`src/rtl/uart_cmd_responder_if.sv`:
```
// Byte handshake between the UART rx/tx pair and the command responder.
// master is the UART side; slave is the responder.
interface uart_cmd_responder_if;
  logic [7:0] rx_data;
  logic       rx_done;
  logic       tx_done;
  logic [7:0] tx_data;
  logic       tx_start;

  modport master (
    output rx_data,
    output rx_done,
    output tx_done,
    input  tx_data,
    input  tx_start
  );

  modport slave (
    input  rx_data,
    input  rx_done,
    input  tx_done,
    output tx_data,
    output tx_start
  );
endinterface

```
`src/rtl/uart_cmd_responder.sv`:
```
// UART register-access command responder (write 0x57, read 0x52).
// Define UART_RESP_TIMEOUT_EN to abandon partial frames after TIMEOUT_CYCLES.
module uart_cmd_responder #(
  parameter int NREGS          = 4,
  parameter int TIMEOUT_CYCLES = 100000
) (
  input  logic                 clk,
  input  logic                 reset,
  uart_cmd_responder_if.slave  bus,
  output logic                 busy,
  output logic                 rx_drop,
  output logic [8*NREGS-1:0]   reg_out
);

  localparam logic [2:0] S_IDLE = 3'd0;
  localparam logic [2:0] S_ADDR = 3'd1;
  localparam logic [2:0] S_DATA = 3'd2;
  localparam logic [2:0] S_SEND = 3'd3;
  localparam logic [2:0] S_WAIT = 3'd4;

  localparam logic [7:0] OP_WR = 8'h57;
  localparam logic [7:0] OP_RD = 8'h52;
  localparam logic [7:0] ACK   = 8'h06;
  localparam logic [7:0] NAK   = 8'h15;

  if (NREGS < 1 || NREGS > 256 || TIMEOUT_CYCLES < 2) begin : g_bad_cfg
    $error("uart_cmd_responder: illegal parameters");
  end

  logic [2:0] state;
  logic       is_wr;
  logic [7:0] addr;
  logic [7:0] rd_val;
  logic       rx_ok;
  logic       addr_ok;
  logic       tmo;

  // Full 8-bit compare: out-of-range addresses must never alias.
  assign rx_ok   = {1'b0, bus.rx_data} < 9'(NREGS);
  assign addr_ok = {1'b0, addr} < 9'(NREGS);
  assign busy    = (state != S_IDLE);

  always_comb begin
    rd_val = 8'h00;
    for (int k = 0; k < NREGS; k++) begin
      if (bus.rx_data == 8'(k)) rd_val = reg_out[8*k +: 8];
    end
  end

`ifdef UART_RESP_TIMEOUT_EN
  localparam int TW = $clog2(TIMEOUT_CYCLES);
  logic [TW-1:0] tcnt;
  logic          in_frame;

  assign in_frame = (state == S_ADDR) || (state == S_DATA);
  assign tmo = in_frame && !bus.rx_done &&
               (tcnt == TW'(TIMEOUT_CYCLES - 1));

  always_ff @(posedge clk or negedge reset) begin
    if (!reset) begin
      tcnt <= '0;
    end else if (!in_frame || bus.rx_done || tmo) begin
      tcnt <= '0;
    end else begin
      tcnt <= tcnt + 1'b1;
    end
  end
`else
  assign tmo = 1'b0;
`endif

  always_ff @(posedge clk or negedge reset) begin
    if (!reset) begin
      state        <= S_IDLE;
      is_wr        <= 1'b0;
      addr         <= 8'h00;
      bus.tx_data  <= 8'h00;
      bus.tx_start <= 1'b0;
      rx_drop      <= 1'b0;
      reg_out      <= '0;
    end else begin
      bus.tx_start <= 1'b0;
      rx_drop      <= 1'b0;
      case (state)
        S_IDLE: begin
          if (bus.rx_done) begin
            unique case (1'b1)
              bus.rx_data == OP_WR: begin
                is_wr <= 1'b1;
                state <= S_ADDR;
              end
              bus.rx_data == OP_RD: begin
                is_wr <= 1'b0;
                state <= S_ADDR;
              end
              default: begin
                bus.tx_data <= NAK;
                state       <= S_SEND;
              end
            endcase
          end
        end
        S_ADDR: begin
          if (bus.rx_done) begin
            addr <= bus.rx_data;
            if (is_wr) begin
              state <= S_DATA;
            end else begin
              bus.tx_data <= rx_ok ? rd_val : NAK;
              state       <= S_SEND;
            end
          end else if (tmo) begin
            state <= S_IDLE;
          end
        end
        S_DATA: begin
          if (bus.rx_done) begin
            for (int k = 0; k < NREGS; k++) begin
              if (addr == 8'(k)) reg_out[8*k +: 8] <= bus.rx_data;
            end
            bus.tx_data <= addr_ok ? ACK : NAK;
            state       <= S_SEND;
          end else if (tmo) begin
            state <= S_IDLE;
          end
        end
        S_SEND: begin
          bus.tx_start <= 1'b1;
          rx_drop      <= bus.rx_done;
          state        <= S_WAIT;
        end
        S_WAIT: begin
          rx_drop <= bus.rx_done;
          if (bus.tx_done) state <= S_IDLE;
        end
        default: state <= S_IDLE;
      endcase
    end
  end

endmodule

```
`src/flat_wrapper.sv`:
```
// flat-port wrapper written by rule: the top's interface ports become plain ports
module uart_cmd_responder_flat 
#(
  parameter int NREGS          = 4,
  parameter int TIMEOUT_CYCLES = 100000
)
  (clk, reset, busy, rx_drop, reg_out, bus_rx_data, bus_rx_done, bus_tx_done, bus_tx_data, bus_tx_start);
  uart_cmd_responder_if bus_i ();
  input  logic clk;
  input  logic reset;
  output logic busy;
  output logic rx_drop;
  output logic [8*NREGS-1:0] reg_out;
  input wire logic [$bits(bus_i.rx_data)-1:0] bus_rx_data;
  input wire logic [$bits(bus_i.rx_done)-1:0] bus_rx_done;
  input wire logic [$bits(bus_i.tx_done)-1:0] bus_tx_done;
  output wire logic [$bits(bus_i.tx_data)-1:0] bus_tx_data;
  output wire logic [$bits(bus_i.tx_start)-1:0] bus_tx_start;
  assign bus_i.rx_data = bus_rx_data;
  assign bus_i.rx_done = bus_rx_done;
  assign bus_i.tx_done = bus_tx_done;
  assign bus_tx_data = bus_i.tx_data;
  assign bus_tx_start = bus_i.tx_start;
  uart_cmd_responder #(.NREGS(NREGS), .TIMEOUT_CYCLES(TIMEOUT_CYCLES)) u_core (.clk(clk), .reset(reset), .bus(bus_i), .busy(busy), .rx_drop(rx_drop), .reg_out(reg_out));
endmodule
```
`config.mk`:
```
export PLATFORM = sky130hd
export DESIGN_NAME = uart_cmd_responder_flat
export DESIGN_NICKNAME = d
export VERILOG_FILES = /design/src/rtl/uart_cmd_responder_if.sv /design/src/rtl/uart_cmd_responder.sv /design/src/flat_wrapper.sv
export SDC_FILE = /design/constraint.sdc
export NUM_CORES = 1
export LEC_CHECK = 0
export CORE_MARGIN = 8
export CORE_UTILIZATION = 50
export DETAILED_ROUTE_END_ITERATION = 7
export PLACE_DENSITY = 0.88
export SYNTH_ARGS = -nofsm -noshare
export SYNTH_HDL_FRONTEND = slang
export SYNTH_SLANG_ARGS = --single-unit
```
`constraint.sdc`:
```
create_clock -name clk -period 2.13 [get_ports clk]
set_input_delay 0.639 -clock clk [delete_from_list [all_inputs] [get_ports clk]]
set_output_delay 0.639 -clock clk [all_outputs]
set_load 0.005 [all_outputs]
```
==> flow_metrics.env, run 1 <==
export IMPL_status="completed"
export IMPL_cts_root_buffer="clkbuf_8"
export IMPL_grt_antenna_before_repair=0
export IMPL_postCtsSetupRepairBufs=0
export IMPL_placed_cell_area_um2=3330
export IMPL_required_ps=2330
export IMPL_dr_pass1_iters=4
export IMPL_postSynthRegisterBits=54
export IMPL_max_cap_violations=0
export IMPL_synth_warnings=0
export IMPL_overflow=0
export IMPL_synth_nets=186
export IMPL_busiest_layer="met2"
export IMPL_setup_tns_ps=0
export IMPL_slew_limit_headroom=0.744
export IMPL_use_met3=0.0509
export IMPL_globalplace_congestion=0.866
export IMPL_wirelength_um=6030
export IMPL_dp_hpwl_um=4670
export IMPL_hold_viol=0
export IMPL_synthCells=174
export IMPL_drt_initial_drc_count=80
export IMPL_synth_top_family_by_area="multiplexers"
export IMPL_final_area_um2=3430
export IMPL_ys_top_cells_by_area="dfrtp_1 (53%), mux2_2 (20%), mux4_2 (7.1%), buf_6 (2.2%), mux2i_1 (1.6%)"
export IMPL_vias_per_cell=5.31
export IMPL_cts_made_buffers=5
export IMPL_avgSynthCellArea_um2=14.5
export IMPL_cts_sinks=54
export IMPL_worstSkewPairLatency_ps=300
export IMPL_critPathArrivalTime_ps=2280
export IMPL_use_met1=0.201
export IMPL_start_util=0.508
export IMPL_period_minus_slack_ps=2080
export IMPL_ios=55
export IMPL_finalCritPeriodShare=0.978
export IMPL_fin_util=0.689
export IMPL_synth_area_mux_share=0.288
export IMPL_preCtsSetupSlack_ps=-284
export IMPL_grtUsageTotal=0.173
export IMPL_endpoint_kind="register"
export IMPL_diodes=0
export IMPL_netlist_area_um2=2530
export IMPL_wl_per_cell_um=18.4
export IMPL_n_fill_cell=353
export IMPL_worstSetupStartpointType="input pin"
export IMPL_ys_flop_type="dfrtp_1"
export IMPL_setup_viol=0
export IMPL_grt_pass1_vias=2001
export IMPL_slew_viol_final=0
export IMPL_final_antenna_net_count=0
export IMPL_clkTransAtPathRegs_ps=90
export IMPL_clock_path_buffers=2
export IMPL_final_nets=269
export IMPL_use_met2=0.297
export IMPL_synth_top_area_cell="dfrtp_1"
export IMPL_finalClockSkew_ps=6.33
export IMPL_drc=0
export IMPL_vias=1742
export IMPL_layout_drive_gt1_share=0.399
export IMPL_vdd_drop_max_mv=0.662
export IMPL_synth_edff_count=0
export IMPL_dieWidth_um=87.1
export IMPL_dieArea_um2=7590
export IMPL_area_growth_pct=35.7
export IMPL_row_count=26
export IMPL_cellPowerDensity_nw_per_um2=1040
export IMPL_grt_pass1_wl_um=10100
export IMPL_cp_max_fo=5
export IMPL_async_flop_share=1.00
export IMPL_p_leak_nw=1.58
export IMPL_critical_path_class="in2reg"
export IMPL_netlist_area_leader_share=0.535
export IMPL_synth_fa_ha_area_frac=0
export IMPL_grt_max_degree=55
export IMPL_synth_compound_area_frac=0.0282
export IMPL_max_freq_mhz=480
export IMPL_hold_path_class="in2async"
export IMPL_ys_types=35
export IMPL_io_buffers=54
export IMPL_worst_pin_slew_ps=378
export IMPL_setup_slack_ps=46.5
export IMPL_coreArea_um2=4980
export IMPL_synth_xor_area_frac=0.00347
export IMPL_cts_htree_levels=2
export IMPL_yosysSeqAreaShare=0.535
export IMPL_tritoncts="yes"
export IMPL_rsz0062_at_grt="no"
export IMPL_die_h_um=87.1
export IMPL_synth_simple_area_share=0.102
layer usage:
layer  vias up  share of wire
li1        799              -
met1       880           0.43
met2        53           0.50
met3        10          0.059
met4         0          0.017
met5         -              0
cell usage after synthesis, types with 2 or more instances:
| master | instances |
|---|---|
| nor2_1 | 7 |
| and2_1 | 3 |
| mux2_2 | 45 |
| nor2b_1 | 3 |
| nor3_1 | 2 |
| nand3_1 | 2 |
| mux4_2 | 8 |
| o21ai_0 | 3 |
| a21oi_1 | 4 |
| nand2_1 | 2 |
| buf_6 | 5 |
| and3_1 | 2 |
| buf_4 | 2 |
| mux2i_1 | 4 |
| dfrtp_1 | 54 |
| inv_1 | 8 |
| and4b_1 | 2 |
report_power, final:
part	internal, W	switching [W]	leakage (nW)
registers	0.00134	0.000262	0.699
logic	0.000903	0.000522	0.834
clock network	0.000233	0.000323	0.0452
area by class of cell:
| type | count | area, µm² | share of cell area |
|---|---|---|---|
| flip-flops and latches | 54 | 1350 | 0.394 |
| multi-input cells | 103 | 1080 | 0.314 |
| repair buffers | 85 | 796 | 0.232 |
| well taps | 70 | 87.6 | 0.0255 |
| clock buffers | 6 | 72.6 | 0.0212 |
| inverters | 8 | 30.0 | 0.00876 |
| clock inverters | 2 | 13.8 | 0.00401 |
logic make-up after synthesis:
family / after synthesis
muxes: 57
and+or+nand+nor: 34
buffers and inverters: 17
AOI/OAI and AO/OA: 11
xor gates and xnor gates: 1
DFF: 54
placed cells by master (no fill, tap or decap), types with 3 or more instances in the layout:
cell type	synthesis	final
inv_1	8	8
mux4_2	8	8
clkdlybuf4s50_1	0	52
mux2i_1	4	4
nor2_1	7	7
clkbuf_8	0	5
o21ai_0	3	3
a21oi_1	4	4
buf_4	2	29
nor2b_1	3	3
mux2_2	45	45
dfrtp_1	54	54
and2_1	3	3
sequential cells by signal, indices dropped and copies added, names as in the netlist:
| register | cells |
|---|---|
| u_core.state | 3 |
| u_core.rx_drop | 1 |
| u_core.bus.tx_start | 1 |
| u_core.is_wr | 1 |
| u_core.addr | 8 |
| u_core.bus.tx_data | 8 |
| u_core.reg_out | 32 |
timing repair:
| action | in CTS | in global routing |
|---|---|---|
| gates resized for setup | 1 | 2 |
| hold buffers | 0 | 0 |
| endpoints found under the hold margin | 0 | 0 |
| setup endpoints to repair | 1 | 8 |
| pin swaps | 0 | 1 |
worst max-delay path, cell delays in order:
cell	delay (ps)
clkdlybuf4s50_1	530
buf_4	190
mux4_2	510
and2_1	170
mux2_2	260
per-stage QoR:
stage               hold slack, ps  power [W]  instances
CTS                            319    0.00361        328
global route                   318    0.00380        328
finish                         300    0.00358        328
global placement               493    0.00297        320
floorplan                      343    0.00227        174
detailed placement             500    0.00304        320
path summary, 6_finish.rpt:
kind / start / endpoint / slack (ps) / cells after the start
worst min-delay path: reset / u_core.reg_out[17] / 300 / 2
worst max-delay path: bus_rx_data[0] / u_core.bus.tx_data[3] / 50 / 5
worst max register to register: u_core.state[0] / u_core.reg_out[21] / 200 / 6
worst min register to register: u_core.bus.tx_data[5] / u_core.bus.tx_data[5] / 520 / 1
max in group asynchronous: reset / u_core.reg_out[3] / 1570 / 2
min in group clk: u_core.bus.tx_data[5] / u_core.bus.tx_data[5] / 520 / 1
(Power assumes the default switching activity.)
==> inputs of run 2 (changes only) <==
--- a/config.mk
+++ b/config.mk
@@ -5,10 +5,11 @@
 export SDC_FILE = /design/constraint.sdc
 export NUM_CORES = 1
 export LEC_CHECK = 0
+export ABC_AREA = 1
 export CORE_MARGIN = 8
 export CORE_UTILIZATION = 50
 export DETAILED_ROUTE_END_ITERATION = 7
-export PLACE_DENSITY = 0.88
+export PLACE_DENSITY = 0.87
 export SYNTH_ARGS = -nofsm -noshare
 export SYNTH_HDL_FRONTEND = slang
 export SYNTH_SLANG_ARGS = --single-unit
==> run 2 against run 1 <==
Compared with the run above: final area rose by 1.9%; synthesized cell count rose by 71%; clock skew rose by 0.55 ps; via count rose by 36%; clock-buffer cell count rose by 1; flip-flop and latch count did not move.
==> flow_metrics.env, run 2 <==
export IMPL_worst_pin_slew_ps=431
export IMPL_p_sw_w=0.00139
export IMPL_required_ps=2320
export IMPL_most_common_layout_cells="nand2_1 (82), dfrtp_1 (53), clkdlybuf4s50_1 (52)"
export IMPL_top_regs="u_core.reg_out x32, u_core.addr x8, u_core.bus.tx_data x8"
export IMPL_clkTransAtPathRegs_ps=90
export IMPL_tritoncts="yes"
export IMPL_rsz0062_at_grt="no"
export IMPL_p_int_w=0.00247
export IMPL_final_antenna_net_count=0
export IMPL_grtUsageTotal=0.195
export IMPL_cp_max_fo=5
export IMPL_cts_sinks=54
export IMPL_dr_pass1_iters=4
export IMPL_wl_met3_um=431
export IMPL_dp_hpwl_um=5330
export IMPL_pwr_share_seq=0.446
export IMPL_critical_path_slowest_cell="clkdlybuf4s50_1"
export IMPL_swShare=0.359
export IMPL_setup_tns_ps=0
export IMPL_dieArea_um2=7840
export IMPL_avgSynthCellArea_um2=8.83
export IMPL_hold_buffers=0
export IMPL_dieWidth_um=88.6
export IMPL_wl_met1_um=3090
export IMPL_cts_root_buffer="clkbuf_8"
export IMPL_wl_per_cell_um=16.0
export IMPL_cts_htree_levels=2
export IMPL_hold_viol=0
export IMPL_row_count=26
export IMPL_final_nets=390
export IMPL_ys_flop_type="dfrtp_1"
export IMPL_path_cells="clkdlybuf4s50_1, inv_2, nand2_1, nor2_1, buf_4, nand3_1, nand3_1, o21ai_0, a21oi_1"
export IMPL_top_register="u_core.reg_out"
export IMPL_cts_made_buffers=5
export IMPL_grt_pass1_wl_um=11700
export IMPL_largest_reg_flops=32
export IMPL_status="completed"
export IMPL_hold_path_class="in2async"
export IMPL_grt_max_degree=55
export IMPL_overflow=0
export IMPL_max_freq_mhz=506
export IMPL_grt_pass1_vias=2338
export IMPL_ios=55
export IMPL_synth_warnings=0
export IMPL_mostFrequentLayoutCell="nand2_1"
export IMPL_vias=2368
export IMPL_drt_initial_drc_count=191
export IMPL_io_buffers=54
export IMPL_wirelength_um=7170
export IMPL_worstSetupStartpointType="input pin"
export IMPL_synthMostInstantiatedCell="nand2_1"
export IMPL_slowest_delay_ps=630
export IMPL_wl_met2_um=3510
export IMPL_clock_path_buffers=2
export IMPL_top_layer="met4"
export IMPL_yosysSeqAreaShare=0.513
export IMPL_crit_top_cell="nand3_1"
export IMPL_period_minus_slack_ps=1980
export IMPL_setup_viol=0
export IMPL_slew_limit_headroom=0.712
export IMPL_ys_top_cells_by_area="dfrtp_1 (51%), nand2_1 (12%), o21ai_1 (4.6%), nor2_1 (3.8%), nand3_1 (3.8%)"
export IMPL_netlist_area_um2=2630
export IMPL_synth_nets=310
export IMPL_total_power_w=0.00386
export IMPL_layout_drive_gt1_share=0.179
export IMPL_die_h_um=88.6
export IMPL_synth_edff_count=0
export IMPL_critical_path_class="in2reg"
export IMPL_pwr_share_comb=0.398
export IMPL_diodes=0
export IMPL_ys_types=30
export IMPL_critPathArrivalTime_ps=2160
export IMPL_drc=0
export IMPL_finalClockSkew_ps=6.89
export IMPL_coreArea_um2=5110
export IMPL_slew_viol_final=0
export IMPL_max_cap_violations=0
export IMPL_postSynthRegisterBits=54
export IMPL_cellPowerDensity_nw_per_um2=1100
export IMPL_async_flop_share=1.00
export IMPL_vias_per_cell=5.27
export IMPL_synth_top_cells_by_count="nand2_1 (82), dfrtp_1 (54), nor2_1 (27)"
export IMPL_synth_top_area_cell="dfrtp_1"
export IMPL_start_util=0.515
export IMPL_vdd_drop_max_mv=0.639
export IMPL_worstSkewPairLatency_ps=310
export IMPL_endpoint_kind="register"
export IMPL_pwr_share_clk=0.157
export IMPL_place_inst=439
export IMPL_p_leak_nw=1.61
export IMPL_synthCells=298
export IMPL_globalplace_congestion=0.915
export IMPL_netlist_area_leader_share=0.513
export IMPL_grt_antenna_before_repair=0
export IMPL_area_growth_pct=32.7
export IMPL_finalCritPeriodShare=0.928
export IMPL_fin_cells=449
-- run 2: cell types whose count changed after synthesis, moves of 4 or more --
| cell | delta |
|---|---|
| nand2_1 | +80 |
| mux4_2 | -8 |
| mux2i_1 | -4 |
| o21ai_2 | +8 |
| mux2_2 | -45 |
| inv_2 | +4 |
| nor2_1 | +20 |
| o21ai_0 | +13 |
| inv_1 | +10 |
| o211ai_1 | +4 |
| o21ai_1 | +24 |
| nand3_1 | +18 |
-- run 2: final cells by class --
type / count / area (µm²)
timing repair buffer: 82 / 761
inverter: 23 / 87.6
clock buffer: 7 / 86.3
clock inverter: 1 / 8.76
multi-input combinational: 212 / 1110
fill: 413 / 1610
sequential: 54 / 1350
tap: 70 / 87.6
-- run 2: final timing paths --
check	start	cells after the start	to	slack (ps)
worst min register to register	u_core.bus.tx_data[5]	2	u_core.bus.tx_data[5]	490
min in group clk	u_core.bus.tx_data[5]	2	u_core.bus.tx_data[5]	490
worst min-delay path	reset	2	u_core.rx_drop	300
worst max register to register	u_core.state[2]	7	u_core.bus.tx_data[2]	480
max in group asynchronous	reset	2	u_core.reg_out[8]	1570
worst max-delay path	bus_rx_data[0]	9	u_core.bus.tx_data[4]	150
-- run 2: metrics by stage --
| step | instance area, µm² | hold WS, ps | utilization | worst slack (ps) |
|---|---|---|---|---|
| 2_1_floorplan | 2630 | 343 | - | 493 |
| 3_3_place_gp | 3370 | 460 | 0.660 | -42.2 |
| 3_5_place_dp | 3370 | 464 | 0.660 | -134 |
| 4_1_cts | 3490 | 319 | 0.683 | 3.33 |
| 5_1_grt | 3490 | 321 | 0.684 | 12.1 |
| 6_report | 3490 | 299 | 0.684 | 154 |
-- run 2: repair_timing --
item / in CTS / in global routing
resized for setup: 2 / 2
setup endpoints to repair: 1 / 1
pin swaps: 0 / 1
buffers inserted: 2 / 0
endpoints found under the hold margin: 0 / 0
-- run 2: critical path: cells and delay by family --
| family | cells | cell delay (ps) |
|---|---|---|
| buf+inv | 3 | 880 |
| compound gates | 2 | 320 |
| simple gates | 4 | 310 |
-- run 2: cells by family after synthesis --
group,count (synthesis),share of synthesized area
compound gates,61,0.136
buf+inv,32,0.0680
simple gates,151,0.283
flops,54,0.513
-- run 2: power groups by stage --
stage / logic [W] / clock network (W) / registers, W
2_1_floorplan: 0.000693 / 0 / 0.00169
3_3_place_gp: 0.00143 / 0 / 0.00173
3_5_place_dp: 0.00149 / 0 / 0.00173
4_1_cts: 0.00155 / 0.000611 / 0.00170
5_1_grt: 0.00169 / 0.000651 / 0.00177
6_report: 0.00153 / 0.000604 / 0.00172
-- run 2: per-layer routing --
metal / vias to the layer above / global-route usage
met5: - / 0
met4: 0 / 0.0630
met3: 15 / 0.0436
met2: 78 / 0.333
met1: 1137 / 0.238
li1: 1138 / -
